`src/rtl/dro_bank_pkg.sv`:
```
// dro_bank_pkg: shared controller state type and count-width helper for dro_bank
package dro_bank_pkg;
  typedef enum logic {INIT, RUN} state_t;
  function automatic int clog2_p1(input int n);
    return $clog2(n + 1);
  endfunction
endpackage

```
`src/rtl/dro_bank_cell.sv`:
```
// dro_bank_cell: one storage channel (fluxon count, readout toggle, overflow, hold check)
// Ports: clk, rst; i_run gates events; i_set_ev/i_read_ev are decoded pulses;
// o_count fluxon count, o_out readout toggle, o_ovf sticky overflow, o_viol sticky hold violation.
// Optional hold-window checking under `DRO_BANK_HOLD_CHECK_EN.
module dro_bank_cell import dro_bank_pkg::*; #(
  parameter int DEPTH = 1
`ifdef DRO_BANK_HOLD_CHECK_EN
  , parameter int HOLD_CYCLES = 3
`endif
) (
  input  logic                          clk,
  input  logic                          rst,
  input  logic                          i_run,
  input  logic                          i_set_ev,
  input  logic                          i_read_ev,
  output logic [clog2_p1(DEPTH)-1:0]    o_count,
  output logic                          o_out,
  output logic                          o_ovf,
  output logic                          o_viol
);
  localparam int CW = clog2_p1(DEPTH);
  localparam logic [CW-1:0] CMAX = CW'(DEPTH);
  logic [CW-1:0] r_cnt, w_mid, w_nxt;
  logic r_out, r_ovf, w_rd, w_st, w_full;
  // the read acts on the pre-edge count first, so a full channel read and set together does not overflow
  always_comb begin
    w_rd = i_run & i_read_ev & (r_cnt != '0);
    w_st = i_run & i_set_ev;
    w_mid = w_rd ? r_cnt - CW'(1) : r_cnt;
    w_full = w_mid == CMAX;
    w_nxt = (w_st & ~w_full) ? w_mid + CW'(1) : w_mid;
  end
  always_ff @(posedge clk) begin
    if (rst) begin
      r_cnt <= '0;
      r_out <= 1'b0;
      r_ovf <= 1'b0;
    end else begin
      r_cnt <= w_nxt;
      r_out <= r_out ^ w_rd;
      r_ovf <= r_ovf | (w_st & w_full);
    end
  end
  assign o_count = r_cnt;
  assign o_out = r_out;
  assign o_ovf = r_ovf;
`ifdef DRO_BANK_HOLD_CHECK_EN
  localparam int HW = clog2_p1(HOLD_CYCLES) > 0 ? clog2_p1(HOLD_CYCLES) : 1;
  localparam logic [HW-1:0] HMAX = HW'(HOLD_CYCLES);
  logic [HW-1:0] r_ss, r_sr;
  logic r_viol, w_viol, w_rev;
  // counters hold the distance to the last event; loading 1 makes a gap of exactly HOLD_CYCLES legal
  always_comb begin
    w_rev = i_run & i_read_ev;
    w_viol = i_run & ((i_set_ev & i_read_ev) | (i_set_ev & (r_sr < HMAX)) | (i_read_ev & (r_ss < HMAX)));
  end
  always_ff @(posedge clk) begin
    if (rst) begin
      r_ss <= HMAX;
      r_sr <= HMAX;
      r_viol <= 1'b0;
    end else begin
      r_ss <= w_st ? HW'(1) : (r_ss < HMAX ? r_ss + HW'(1) : r_ss);
      r_sr <= w_rev ? HW'(1) : (r_sr < HMAX ? r_sr + HW'(1) : r_sr);
      r_viol <= r_viol | w_viol;
    end
  end
  assign o_viol = r_viol;
`else
  assign o_viol = 1'b0;
`endif
endmodule

```
`src/rtl/dro_bank.sv`:
```
// dro_bank: CHANNELS-wide destructive-readout bank with toggle-encoded SFQ pulses
// Ports: clk, rst (sync, active-high); set_i per-channel set pulses; read_i shared read pulse;
// out_o readout toggles; count_o packed per-channel counts; ready_o init done;
// overflow_o sticky overflow; viol_o sticky hold violation (only with `DRO_BANK_HOLD_CHECK_EN).
module dro_bank import dro_bank_pkg::*; #(
  parameter int CHANNELS = 4,
  parameter int DEPTH = 1,
  parameter int BEGIN_CYCLES = 8,
  parameter int HOLD_CYCLES = 3
) (
  input  logic                                   clk,
  input  logic                                   rst,
  input  logic [CHANNELS-1:0]                    set_i,
  input  logic                                   read_i,
  output logic [CHANNELS-1:0]                    out_o,
  output logic [CHANNELS*clog2_p1(DEPTH)-1:0]    count_o,
  output logic                                   ready_o,
  output logic [CHANNELS-1:0]                    overflow_o,
  output logic [CHANNELS-1:0]                    viol_o
);
  localparam int CW = clog2_p1(DEPTH);
  localparam int BW = BEGIN_CYCLES > 1 ? $clog2(BEGIN_CYCLES) : 1;
  localparam logic [BW-1:0] BLAST = BW'(BEGIN_CYCLES > 0 ? BEGIN_CYCLES - 1 : 0);
  state_t r_state, w_state;
  logic [BW-1:0] r_bcnt, w_bcnt;
  logic [CHANNELS-1:0] r_prev_set, w_set_ev;
  logic r_prev_read, w_read_ev, w_run;
  // previous samples load even during reset so held levels are not seen as pulses at release
  always_ff @(posedge clk) begin
    if (rst) begin
      r_state <= INIT;
      r_bcnt <= '0;
    end else begin
      r_state <= w_state;
      r_bcnt <= w_bcnt;
    end
    r_prev_set <= set_i;
    r_prev_read <= read_i;
  end
  always_comb begin
    w_run = r_state == RUN;
    w_state = (w_run || BEGIN_CYCLES == 0 || r_bcnt == BLAST) ? RUN : INIT;
    w_bcnt = w_run ? r_bcnt : r_bcnt + BW'(1);
    w_set_ev = set_i ^ r_prev_set;
    w_read_ev = read_i ^ r_prev_read;
  end
  assign ready_o = w_run;
  for (genvar k = 0; k < CHANNELS; k++) begin : g_ch
    dro_bank_cell #(
      .DEPTH(DEPTH)
`ifdef DRO_BANK_HOLD_CHECK_EN
      , .HOLD_CYCLES(HOLD_CYCLES)
`endif
    ) u_cell (
      .clk(clk),
      .rst(rst),
      .i_run(w_run),
      .i_set_ev(w_set_ev[k]),
      .i_read_ev(w_read_ev),
      .o_count(count_o[k*CW +: CW]),
      .o_out(out_o[k]),
      .o_ovf(overflow_o[k]),
      .o_viol(viol_o[k])
    );
  end
endmodule

```
`config.mk`:
```
export PLATFORM = sky130hd
export DESIGN_NAME = dro_bank
export DESIGN_NICKNAME = d
export VERILOG_FILES = /design/src/rtl/dro_bank_pkg.sv /design/src/rtl/dro_bank_cell.sv /design/src/rtl/dro_bank.sv
export SDC_FILE = /design/constraint.sdc
export NUM_CORES = 1
export LEC_CHECK = 0
export CAP_MARGIN = 20
export CORE_ASPECT_RATIO = 1.75
export CORE_MARGIN = 1
export CORE_UTILIZATION = 32
export CTS_BUF_LIST = sky130_fd_sc_hd__clkbuf_4
export DETAILED_ROUTE_END_ITERATION = 7
export MAX_ROUTING_LAYER = met4
export PLACE_DENSITY = 0.56
export SLEW_MARGIN = 0
export SYNTH_ARGS = -nofsm -noshare
export SYNTH_HDL_FRONTEND = slang
export SYNTH_SLANG_ARGS = --single-unit
```
`constraint.sdc`:
```
create_clock -name clk -period 1.54 [get_ports clk]
set_input_delay 0.308 -clock clk [delete_from_list [all_inputs] [get_ports clk]]
set_output_delay 0.308 -clock clk [all_outputs]
set_load 0.01 [all_outputs]
```
### Word level (Yosys, flattened, before mapping)

Index checks and enable logic that the tools add are counted.
W data, S select, Z words.

| storage, ports and cells | value |
|---|---|
| register bits after elaboration | 21 |
| latch bits | 0 |
| memory bits (writable) | 0 |
| memory bits (read-only) | 0 |
| logic and storage cells | 67 |
| memories kept | 0 |

| operators by class | value |
|---|---|
| $add $sub $neg | 9 |
| $mul | 0 |
| div/mod/pow operators | 0 |
| magnitude comparators | 0 |
| equal/unequal tests | 1 |
| shift operators | 0 |
| mux-type cells | 9 |
| bitwise gates (word level) | 31 |
| reduce and logical (&&, ||, !) cells | 1 |

Operators with widths:

| operator | count |
|---|---|
| $and A1 B1 Y1 | 17 |
| $mux W1 | 9 |
| $xor A1 B1 Y1 | 5 |
| $add A1 B1 Y1 const B | 4 |
| $not A1 Y1 | 4 |
| $or A1 B1 Y1 | 4 |
| $sub A1 B1 Y1 const B | 4 |
| $xor A4 B4 Y4 | 1 |
| $add A3 B1 Y3 const B | 1 |
| $eq A3 B3 Y1 const B | 1 |
| $logic_or A1 B1 Y1 | 1 |

### Logic depth before layout (Yosys ltp)

Gate-level depths: netlist of run 1.

| depth | value |
|---|---|
| depth in word-level cells | 7 |
| depth in mapped cells | 4 |

### Modules after synthesis

Synthesis of run 1 repeated with hierarchy kept, for this count alone.

| unflattened totals | value |
|---|---|
| cell total of the unflattened synthesis | 84 |
| area, all modules | 867.1 um^2 |

By module, submodules not included:

| module | times used | cells each | area an instance (um^2) |
|---|---|---|---|
| dro_bank_cell | 4 | 15 | 142.6 |
| dro_bank | 1 | 24 | 296.5 |

### Worst setup path before layout of run 1

Ideal clock, no wire load.

| path | value |
|---|---|
| path kind | in2reg |
| from | input read_i |
| to | register g_ch[3].u_cell.r_out |
| data arrival time | 1040 ps |
| data required time | 1470 ps |
| setup slack | 430 ps |
| stages on the path | 4 |
| cell sequence | xnor2_1 buf_6 or3_1 a21oi_1 |

| between the ends | value |
|---|---|
| word-level cells in the longest chain between the ends | 4 |

RTL lines:

| what | RTL line | RTL |
|---|---|---|
| start, declared | dro_bank.sv:14 | `input logic read_i,` |
| $xor A1 B1 Y1 | dro_bank.sv:45 | `w_read_ev = read_i ^ r_prev_read;` |
| $and A1 B1 Y1 (2 in a row) | dro_bank_cell.sv:27 | `w_rd = i_run & i_read_ev & (r_cnt != '0);` |
| $xor A1 B1 Y1 | dro_bank_cell.sv:40 | `r_out <= r_out ^ w_rd;` |
| end signal, assigned | dro_bank_cell.sv:40 |  |
| end, declared | dro_bank_cell.sv:24 | `logic r_out, r_ovf, w_rd, w_st, w_full;` |

Every way passes these cells.
A chain may end at the register's enable or synchronous reset.

### Final worst setup path of run 1

| path | value |
|---|---|
| from | register g_ch[0].u_cell.r_ovf |
| to | output overflow_o[0] |

RTL lines:

| what | RTL line | RTL |
|---|---|---|
| start, declared | dro_bank_cell.sv:24 |  |
| start signal, assigned | dro_bank_cell.sv:41 | `r_ovf <= r_ovf \| (w_st & w_full);` |
| end, declared | dro_bank.sv:18 | `output logic [CHANNELS-1:0] overflow_o,` |

No word-level cell between the ends.

==> results of run 1 <==
-- power by group --
part | switching (uW) | leakage [uW] | internal (uW)
registers | 7.80 | 0.000174 | 558
logic | 38.5 | 0.000347 | 34.9
clock network | 155 | 0.0000184 | 118
-- area by class of cell --
type                       instances  share of cell area (%)
sequential                        21                    40.2
multi-input combinational         56                    29.7
timing repair buffer              22                    22.2
tap                               27                    3.20
clock buffer                       4                    2.84
inverter                           5                    1.78
-- stage by stage --
| step | instances | utilization, % | worst slack, ns |
|---|---|---|---|
| detailed placement | 131 | 37.2 | -0.0752 |
| CTS | 135 | 38.5 | 0.00164 |
| floorplan | 102 | - | 0.430 |
| finish | 135 | 39.3 | 0.0427 |
| global placement | 131 | 37.2 | -0.0313 |
| global route | 135 | 39.3 | 0.00306 |
-- path summary, 6_finish.rpt --
check / start / to / cells after the start
max: g_ch[0].u_cell.o_ovf / overflow_o[0] / 1
max reg2reg: r_prev_read / g_ch[3].u_cell.o_out / 4
min: g_ch[2].u_cell.o_ovf / g_ch[2].u_cell.o_ovf / 2
min reg2reg: g_ch[2].u_cell.o_ovf / g_ch[2].u_cell.o_ovf / 2
-- cell families after synthesis --
family | Yosys count | share of synthesized area, %
flops | 21 | 46.9
mux | 2 | 2.23
buf+inv | 25 | 19.4
xor+xnor | 6 | 5.86
compound gates | 20 | 11.7
fa+ha+maj | 2 | 2.79
other cells | 1 | 0.418
simple gates | 22 | 10.7
-- repair_timing --
| action | 4_1_cts | 5_1_grt |
|---|---|---|
| pin swaps | 0 | 0 |
| endpoints found under the setup margin | 4 | 9 |
| resized for setup | 4 | 9 |
-- synthesized netlist by cell type, drive strengths merged --
cell type and number:
o22ai 4, xor2 5, dfxtp 21, clkbuf 1, buf 19, nand2 12
nor2 5, o21ai 8, a21oi 8, conb 1, nand3b 1, xnor2 1
ha 2, or3 4, inv 5, mux2i 2
-- sequential cells by signal, summed over array words and instances (netlist names) --
name and cells:
g_ch.u_cell.o_count 4, r_bcnt 3, ready_o 1, r_prev_read 1, g_ch.u_cell.o_out 4, g_ch.u_cell.o_ovf 4
r_prev_set 4
-- placed cells by master, fill, tap and decap left out, types with 3 or more instances in the layout --
cell              n
a21oi_1           8
buf_4             3
clkbuf_4          4
clkdlybuf4s50_1  10
conb_1            4
dfxtp_1          17
dfxtp_2           4
dlymetal6s2s_1    9
inv_1             5
nand2_1          12
nor2_1            5
o21ai_0           8
o22ai_1           4
or3_1             4
xor2_1            5
-- per-layer routing --
layer | vias to the layer above | routed length [microns] | track usage [%] | part of all wire (%)
met5 | - | 0 | - | 0
met3 | 4 | 45 | 1.49 | 3.1
met2 | 12 | 770 | 18.9 | 53
met4 | 0 | 26 | 5.21 | 1.8
met1 | 285 | 597 | 11.9 | 41
li1 | 321 | - | - | -
==> out/qor.yml, run 1 <==
outcome:
  status: "complete, no violations"
routing:
  routed_via_density: 4.61
  drt_iter0_drc: 10
  drc: 0
  detail-route-antenna-nets: 0
  vias: 622
  first_pass_iters: 3
  wl_per_cell_microns: 10.7
  totalWireLength_microns: 1440
global_routing:
  grt_util_all_layers_pct: 10.8
  antenna_found_initial: 0
  grt_max_degree: 17
  grt_pass1_vias: 581
  grt_pass1_wl_microns: 2500
  grt_overflow: 0
clock_network:
  post-cts-setup-buffers: 0
  cts-root-buf: "clkbuf_4"
  htree_levels: 1
  cts.sinks: 21
  insertion_delay_ns: 0.29
  clkSlewWorstSetupHoldPaths_ns: 0.11
  cts_buffer_depth: 2
  cts_tree: "yes"
  cts_hold_buffers: 0
  numCtsBuffers: 3
placement:
  hpwl_microns: 1110
  place.gp.congestion: 0.666
  place.port_buffers: 19
  place_area_sq_um: 1000
sta:
  finalSetupTns_ns: 0
  finalCritPeriodShare_pct: 97.2
  skew_ns: 0.00277
  maxSlewViolCount: 0
  period_needed_ns: 1.50
  hold_slack_ns: 0.481
  fmax_mhz: 668
  rsz0062_at_grt: "false"
  setup_viol: 0
  final-hold-violation-count: 0
final_layout:
  nets: 118
  drive_gt1_share_pct: 10.2
  diodes: 0
  fillers: 271
  multiInputGateArea_sq_um: 314
  design_area_sq_um: 1060
  area_growth_pct: 17.9
  final-seq-area_sq_um: 425
floorplan:
  dieArea_sq_um: 3030
  die_h_microns: 72.0
  rows: 25
  start_util_pct: 33.3
  num_io_pins: 24
  die_x_microns: 42.0
  core_sq_um: 2690
worst_setup_path:
  cp.arrival_ns: 1.19
  critPathRequiredTime_ns: 1.23
  worstSetupPathType: "reg2out"
  critPathSlowestCell: "clkdlybuf4s50_1"
  reg2reg_slack_ns: 0.37
  crit_family: "buffers and inverters"
  worstSetupStartpointType: "flip-flop"
  cp-end-kind: "primary output"
  crit_chain: "clkdlybuf4s50_1"
  cp_max_fo: 2
  path_buf_inv: 1
  critical_path.max_stage_delay_ns: 0.54
pwr:
  p_leak_uw: 0.000539
  total_power_uw: 913
  ir_drop_v: 0.000465
  power_density_nw_per_um2: 863
run:
  max-cap-violations: 0
yosys:
  syn_area_sq_um: 897
  ys_seq_area_share_pct: 46.9
  synth_cell_types: 18
  synth.top_cell.area_share_pct: 46.9
  ys_seq_elements: 21
  yosys-top-cells-area: "dfxtp_1, buf_4, nand2_1"
  yosysWarnings: 0
  yosysTopAreaCell: "dfxtp_1"
  avgSynthCellArea_sq_um: 9.06
  netlist_instances: 99
hold_path:
  hold_class: "reg2reg"
Note: power is estimated with default switching activity, not from simulation.
==> run 2: changes to the inputs <==
--- a/config.mk
+++ b/config.mk
@@ -10,6 +10,7 @@
 export CORE_MARGIN = 1
 export CORE_UTILIZATION = 32
 export CTS_BUF_LIST = sky130_fd_sc_hd__clkbuf_4
+export CTS_CLUSTER_SIZE = 12
 export DETAILED_ROUTE_END_ITERATION = 7
 export MAX_ROUTING_LAYER = met4
 export PLACE_DENSITY = 0.56
==> results of run 2 <==
Same layout as run 1: the final DEF is identical, and so are final timing and power.
==> RTL edit 1, RTL diff (flow settings as in run 1) <==
The parameter `BEGIN_CYCLES` goes from 8 to 16.
--- a/src/rtl/dro_bank.sv
+++ b/src/rtl/dro_bank.sv
@@ -6,5 +6,5 @@
   parameter int CHANNELS = 4,
   parameter int DEPTH = 1,
-  parameter int BEGIN_CYCLES = 8,
+  parameter int BEGIN_CYCLES = 16,
   parameter int HOLD_CYCLES = 3
 ) (
Check against the original RTL: not equivalent (a bounded check fails within 10 cycles, from zero or initial values and one cycle with rst high).
==> RTL edit 1 against run 1 <==
- sequential share of layout area fell by 0.88 points
- critical path type unchanged
- routed wire length rose by 17%
- sequential cell count increased by 1
- cell count grew 5.9%
- highest routed layer unchanged
- synthesized cell count rose by 4.0%
- largest cell class unchanged
- worst setup slack got worse by 4.4 ps
- first-iteration DRC count is 10% higher
- area after synthesis up 4.9%
- total power increased by 1.8%
- final area is 7.3% higher
- clock power decreased by 3%
- die area up 4.7%
- clock skew shrank 1.7 ps
==> RTL edit 1: results (changes against run 1) <==
- Outcome: completed (unchanged).
- The average routed wire per standard cell is 11.8 um (was 10.7 um).
- The number of antenna violations at the first check in global routing came to 0 (unchanged).
- The clock transition at the registers of the reported paths is 120 ps.
- Cell types occupying the most area after synthesis: dfxtp_1 47%, buf_4 14%, xor2_1 4.7%, a21oi_1 4.3%, nand2_1 4.0% (was dfxtp_1 47%, buf_4 13%, nand2_1 5.0%, xor2_1 4.9%, a21oi_1 4.5%).
- The antenna diode instance count came to 0 (unchanged).
- The count of warnings emitted by yosys is 0 (unchanged).
- The largest fanout on the critical path is 2 (unchanged).
- The H-tree depth is 1 (unchanged).
- The number of buffers added on ports is 19 (unchanged).
- The wire length reported by the detailed router was 1.69 mm (was 1.44 mm).
- The total of fill cells in the finished design is 286 (was 271).
- The number of global-route vias before repair is 659 (was 581).
- The HPWL after detailed placement was 1.27 mm (was 1.11 mm).
- Most frequent cells after synthesis: 22 x dfxtp_1, 18 x buf_4, 10 x nand2_1, 8 x a21oi_1, 7 x o21ai_0 (was 21 x dfxtp_1, 16 x buf_4, 12 x nand2_1, 8 x a21oi_1, 8 x o21ai_0).
- The count of nets after finishing is 125 (was 118).
- The TritonCTS buffer count is 3 (unchanged).
- The largest net degree at the start of global routing is 15 (was 17).
- The family with the most delay on the worst path was buffers and inverters (unchanged).
- The via count was 672 (was 622).
- The number of unique standard cell types used by synthesis was 23 (was 18).
- The largest clock skew in the final design came to 1.08 ps (was 2.77 ps).
- The post-placement cell count was 139 (was 131).
- The source-to-sink clock delay at the later pin of the worst-skew pair is 300 ps.
- The number of optimization iterations in the first detailed-route pass came to 4 (was 3).
- The clock root buffer master is clkbuf_4 (unchanged).
- The total leakage power is 0.557 nW (was 0.539 nW).
- The master of the slowest instance on the critical path is clkdlybuf4s50_1 (unchanged).
- The sequential area share after synthesis is 0.468 (was 0.469).
- The number of buffers between clock root and the deepest sink is 2 (unchanged).
- The share of synthesized flip-flops with an asynchronous set or reset is 0 (unchanged).
- The worst vdd rail ir drop is 380 uV (was 465 uV).
- The worst hold-check path type is flop to flop (unchanged).
- The placer's final routability congestion estimate came to 0.683 (was 0.666).
- The starting DRC count in detailed routing came to 11 (was 10).
- The worst stage delay on the critical path is 540 ps (about the same).
- The global-route wire length before repair came to 2.72 mm (was 2.50 mm).
- The mean post-synth cell area is 9.13 um2 (was 9.06 um2).
- The global-route usage over all layers was 0.116 (was 0.108).
- The fraction of layout cells with a size suffix above 1 is 0.147 (was 0.102).
-- RTL edit 1: path summary, 6_finish.rpt --
| kind | start | to | slack (ps) | cells past startpoint |
|---|---|---|---|---|
| max | g_ch[1].u_cell.o_ovf$_SDFF_PP0_ | overflow_o[1] | 40 | 1 |
| max reg2reg | r_prev_read$_DFF_P_ | g_ch[3].u_cell.o_out$_SDFF_PP0_ | 290 | 4 |
| min | g_ch[1].u_cell.o_ovf$_SDFF_PP0_ | g_ch[1].u_cell.o_ovf$_SDFF_PP0_ | 480 | 2 |
| min reg2reg | g_ch[1].u_cell.o_ovf$_SDFF_PP0_ | g_ch[1].u_cell.o_ovf$_SDFF_PP0_ | 480 | 2 |
-- RTL edit 1: what timing repair did --
action	CTS	global route
hold buffers	0	0
buffers inserted	0	0
endpoints found under the hold margin	0	0
resized for setup	5	10
endpoints found under the setup margin	5	9
-- RTL edit 1: logic make-up after synthesis --
family | share of synthesized area
multiplexers | 0.0106
adder cells (fa/ha/maj) | 0.0133
AND/OR/NAND/NOR | 0.126
buffers and inverters | 0.185
other | 0.00399
flip-flops | 0.468
AO/OA/AOI/OAI | 0.118
XOR/XNOR | 0.0745
-- RTL edit 1: final cells by class --
cell class / instances / share of cell area
multi-input cells: 58 / 0.304
clock buffers: 3 / 0.0198
inverters: 6 / 0.0198
repair buffers: 26 / 0.229
clock inverters: 1 / 0.00331
well taps: 27 / 0.0298
flip-flops and latches: 22 / 0.394
-- RTL edit 1: power breakdown --
group | internal [mW] | switching [mW] | leakage (nW)
logic | 0.0371 | 0.0371 | 0.360
registers | 0.581 | 0.00898 | 0.182
clock network | 0.0944 | 0.170 | 0.0154
-- RTL edit 1: worst register-to-register path, cell delays in order, from the launching register on --
cell and delay (ps):
dfxtp_1 350, xnor2_2 190, buf_4 180, or3_1 350, a21oi_1 130
-- RTL edit 1: metrics by stage --
stage                     TNS (ps)  total power [mW]  area [um2]  hold slack (ps)  worst slack [ps]
after global routing             0             0.971        1130              481            0.0369
after floorplan                  0             0.658         952              336               429
after detailed placement     -1760             0.677        1080              466              -234
final                            0             0.929        1130              480              38.3
after CTS                        0             0.938        1100              478              1.07
after global placement       -1870             0.675        1080              466              -214
-- RTL edit 1: layer usage --
layer | share of wire | up-vias | track usage
met5 | 0 | - | -
li1 | - | 343 | -
met1 | 0.43 | 316 | 0.124
met4 | 0.015 | 0 | 0.0707
met3 | 0.030 | 2 | 0.0147
met2 | 0.53 | 11 | 0.200
==> RTL edit 2, RTL diff (flow settings as in run 1) <==
Without the edit above. Put a register stage on the output `overflow_o`. The value now appears one clock later. The other outputs are not delayed to match.
--- a/src/rtl/dro_bank.sv
+++ b/src/rtl/dro_bank.sv
@@ -22,4 +22,6 @@
   localparam int BW = BEGIN_CYCLES > 1 ? $clog2(BEGIN_CYCLES) : 1;
   localparam logic [BW-1:0] BLAST = BW'(BEGIN_CYCLES > 0 ? BEGIN_CYCLES - 1 : 0);
+
+  logic [CHANNELS-1:0] overflow_d;
   state_t r_state, w_state;
   logic [BW-1:0] r_bcnt, w_bcnt;
@@ -60,8 +62,12 @@
       .o_count(count_o[k*CW +: CW]),
       .o_out(out_o[k]),
-      .o_ovf(overflow_o[k]),
+      .o_ovf(overflow_d[k]),
       .o_viol(viol_o[k])
     );
   end
+  always_ff @(posedge clk) begin
+    overflow_o <= overflow_d;
+  end
+
 endmodule
 
Formal check against the unedited RTL: same outputs for any inputs over 10 cycles, from zero or initial values and one cycle with rst high; that may be too few to reach the edited logic, so the function may still have changed.
==> RTL edit 2 against run 1 <==
- the run now ends with design-rule violations left
- sequential power up 18%
- final area rose by 12%
- sequential cell count up 4
- die area increased by 6.4%
- clock power rose by 8.1%
- routed wire length rose by 12%
- area after synthesis rose by 6.7%
- register-to-register slack got worse by 80 ps
- sequential share of layout area increased by 2.4 points
- worst setup slack improved by 34 ps
- total power is 15% higher
- largest power group unchanged
==> RTL edit 2: results (changes against run 1) <==
- The source-to-sink clock delay at the later pin of the worst-skew pair is 300 ps.
- The placer's final routability congestion estimate is 0.700 (was 0.666).
- The starting DRC count in detailed routing is 7 (was 10).
- The number of synthesized flops with an enable pin is 0 (unchanged).
- The worst stage delay on the critical path is 520 ps (was 540 ps).
- The total leakage power is 0.574 nW (was 0.539 nW).
- The H-tree depth is 1 (unchanged).
- The fraction of layout cells with a size suffix above 1 is 0.169 (was 0.102).
- The number of DRC violations after detailed routing is 2 (was 0).
- The worst vdd rail ir drop is 405 uV (was 465 uV).
- Most frequent cells after synthesis: 25 x dfxtp_1, 15 x buf_4, 10 x nand2_1, 7 x a21oi_1, 7 x o21ai_0 (was 21 x dfxtp_1, 16 x buf_4, 12 x nand2_1, 8 x a21oi_1, 8 x o21ai_0).
- The global-route usage over all layers is 0.118 (was 0.108).
- The sequential area share after synthesis is 0.523 (was 0.469).
- The HPWL after detailed placement is 1.26 mm (was 1.11 mm).
- The clock transition at the registers of the reported paths is 120 ps.
- The master of the slowest instance on the critical path is clkdlybuf4s50_1 (unchanged).
- The data arrival time of the critical path is 1160 ps (was 1190 ps).
- The area of placed instances is 1140 um2 (was 1000 um2).
- The number of unique standard cell types used by synthesis was 19 (was 18).
- The fraction of met2 tracks used by global routing is 0.205 (was 0.189).
- The global-route wire length before repair was 2.75 mm (was 2.50 mm).
- The average vias per placed instance is 4.63 (was 4.61).
- The largest fanout on the critical path is 1 (was 2).
- The family with the most delay on the worst path is buffers and inverters (unchanged).
- The average routed wire per standard cell came to 11.1 um (was 10.7 um).
- The count of nets after finishing is 128 (was 118).
- The antenna diode instance count is 0 (unchanged).
- The count of warnings emitted by yosys was 0 (unchanged).
- The largest net degree at the start of global routing is 14 (was 17).
- The met3 usage was 0.0218 (was 0.0149).
- The number of global-route vias before repair was 657 (was 581).
- The met1 routing resource usage after global routing came to 0.128 (was 0.119).
- The number of buffers added on ports was 19 (unchanged).
- The most common flop cell mapped by yosys is dfxtp_1 (unchanged).
- The largest clock skew in the final design came to 3.11 ps (was 2.77 ps).
- The worst hold-check path type is flop to flop (unchanged).
- The number of antenna violations at the first check in global routing is 0 (unchanged).
- The mean post-synth cell area is 9.67 um2 (was 9.06 um2).
- Cell types occupying the most area after synthesis: dfxtp_1 52%, buf_4 12%, nand2_1 3.9%, a21oi_1 3.7%, o21ai_0 3.7% (was dfxtp_1 47%, buf_4 13%, nand2_1 5.0%, xor2_1 4.9%, a21oi_1 4.5%).
- The post-CTS repair timing setup buffer count was 0 (unchanged).
- The share of synthesized flip-flops with an asynchronous set or reset came to 0 (unchanged).
- The clock root buffer master is clkbuf_4 (unchanged).
- The number of optimization iterations in the first detailed-route pass is 6 (was 3).
- Outcome: complete, but fails checks (was completed).
- The final cell count without fillers is 145 (was 135).
- The number of buffers between clock root and the deepest sink is 2 (unchanged).
- The post-placement cell count was 141 (was 131).
- The TritonCTS buffer count was 3 (unchanged).
- The pre-CTS setup slack is -149 ps (was -75.2 ps).
- The checks that failed: design-rule violations.
[RTL edit 2: cell types whose count changed after synthesis, sizes merged, moves of 2 or more]
cell,delta
o32ai,+2
nand2,-2
buf,-3
dfxtp,+4
[RTL edit 2: cells by family after synthesis]
group | after synthesis | synth area share
mux | 2 | 0.0209
fa+ha+maj | 2 | 0.0261
xor+xnor | 6 | 0.0549
other cells | 1 | 0.00392
buf+inv | 22 | 0.153
flops | 25 | 0.523
compound gates | 19 | 0.111
simple gates | 22 | 0.107
[RTL edit 2: area by class of cell]
cell class	instances	area, um2
fill	283	1600
sequential	25	505
multi-input combinational	55	322
timing repair buffer	28	273
tap	27	33.8
clock buffer	4	30.0
inverter	6	22.5
[RTL edit 2: what timing repair did]
item / 4_1_cts / 5_1_grt
setup endpoints to repair: 3 / 7
gates cloned: 0 / 0
resized for setup: 4 / 9
[RTL edit 2: worst paths after layout]
kind	end	slack [ps]	depth (start not counted)	start
hold reg to reg	overflow_o[1]$_DFF_P_	360	0	g_ch[1].u_cell.o_ovf$_SDFF_PP0_
hold / removal	overflow_o[1]$_DFF_P_	360	0	g_ch[1].u_cell.o_ovf$_SDFF_PP0_
setup reg to reg	g_ch[0].u_cell.o_out$_SDFF_PP0_	290	4	r_prev_read$_DFF_P_
setup / recovery	overflow_o[0]	80	1	overflow_o[0]$_DFF_P_
[RTL edit 2: power by group]
group	internal, mW	switching (mW)
Sequential	0.662	0.00757
Combinational	0.0420	0.0408
Clock	0.118	0.177
[RTL edit 2: per-layer routing]
| layer | share of wire | routed length, um |
|---|---|---|
| met5 | 0 | 0 |
| met1 | 0.40 | 643 |
| met3 | 0.037 | 60 |
| met4 | 0.017 | 27 |
| met2 | 0.55 | 879 |
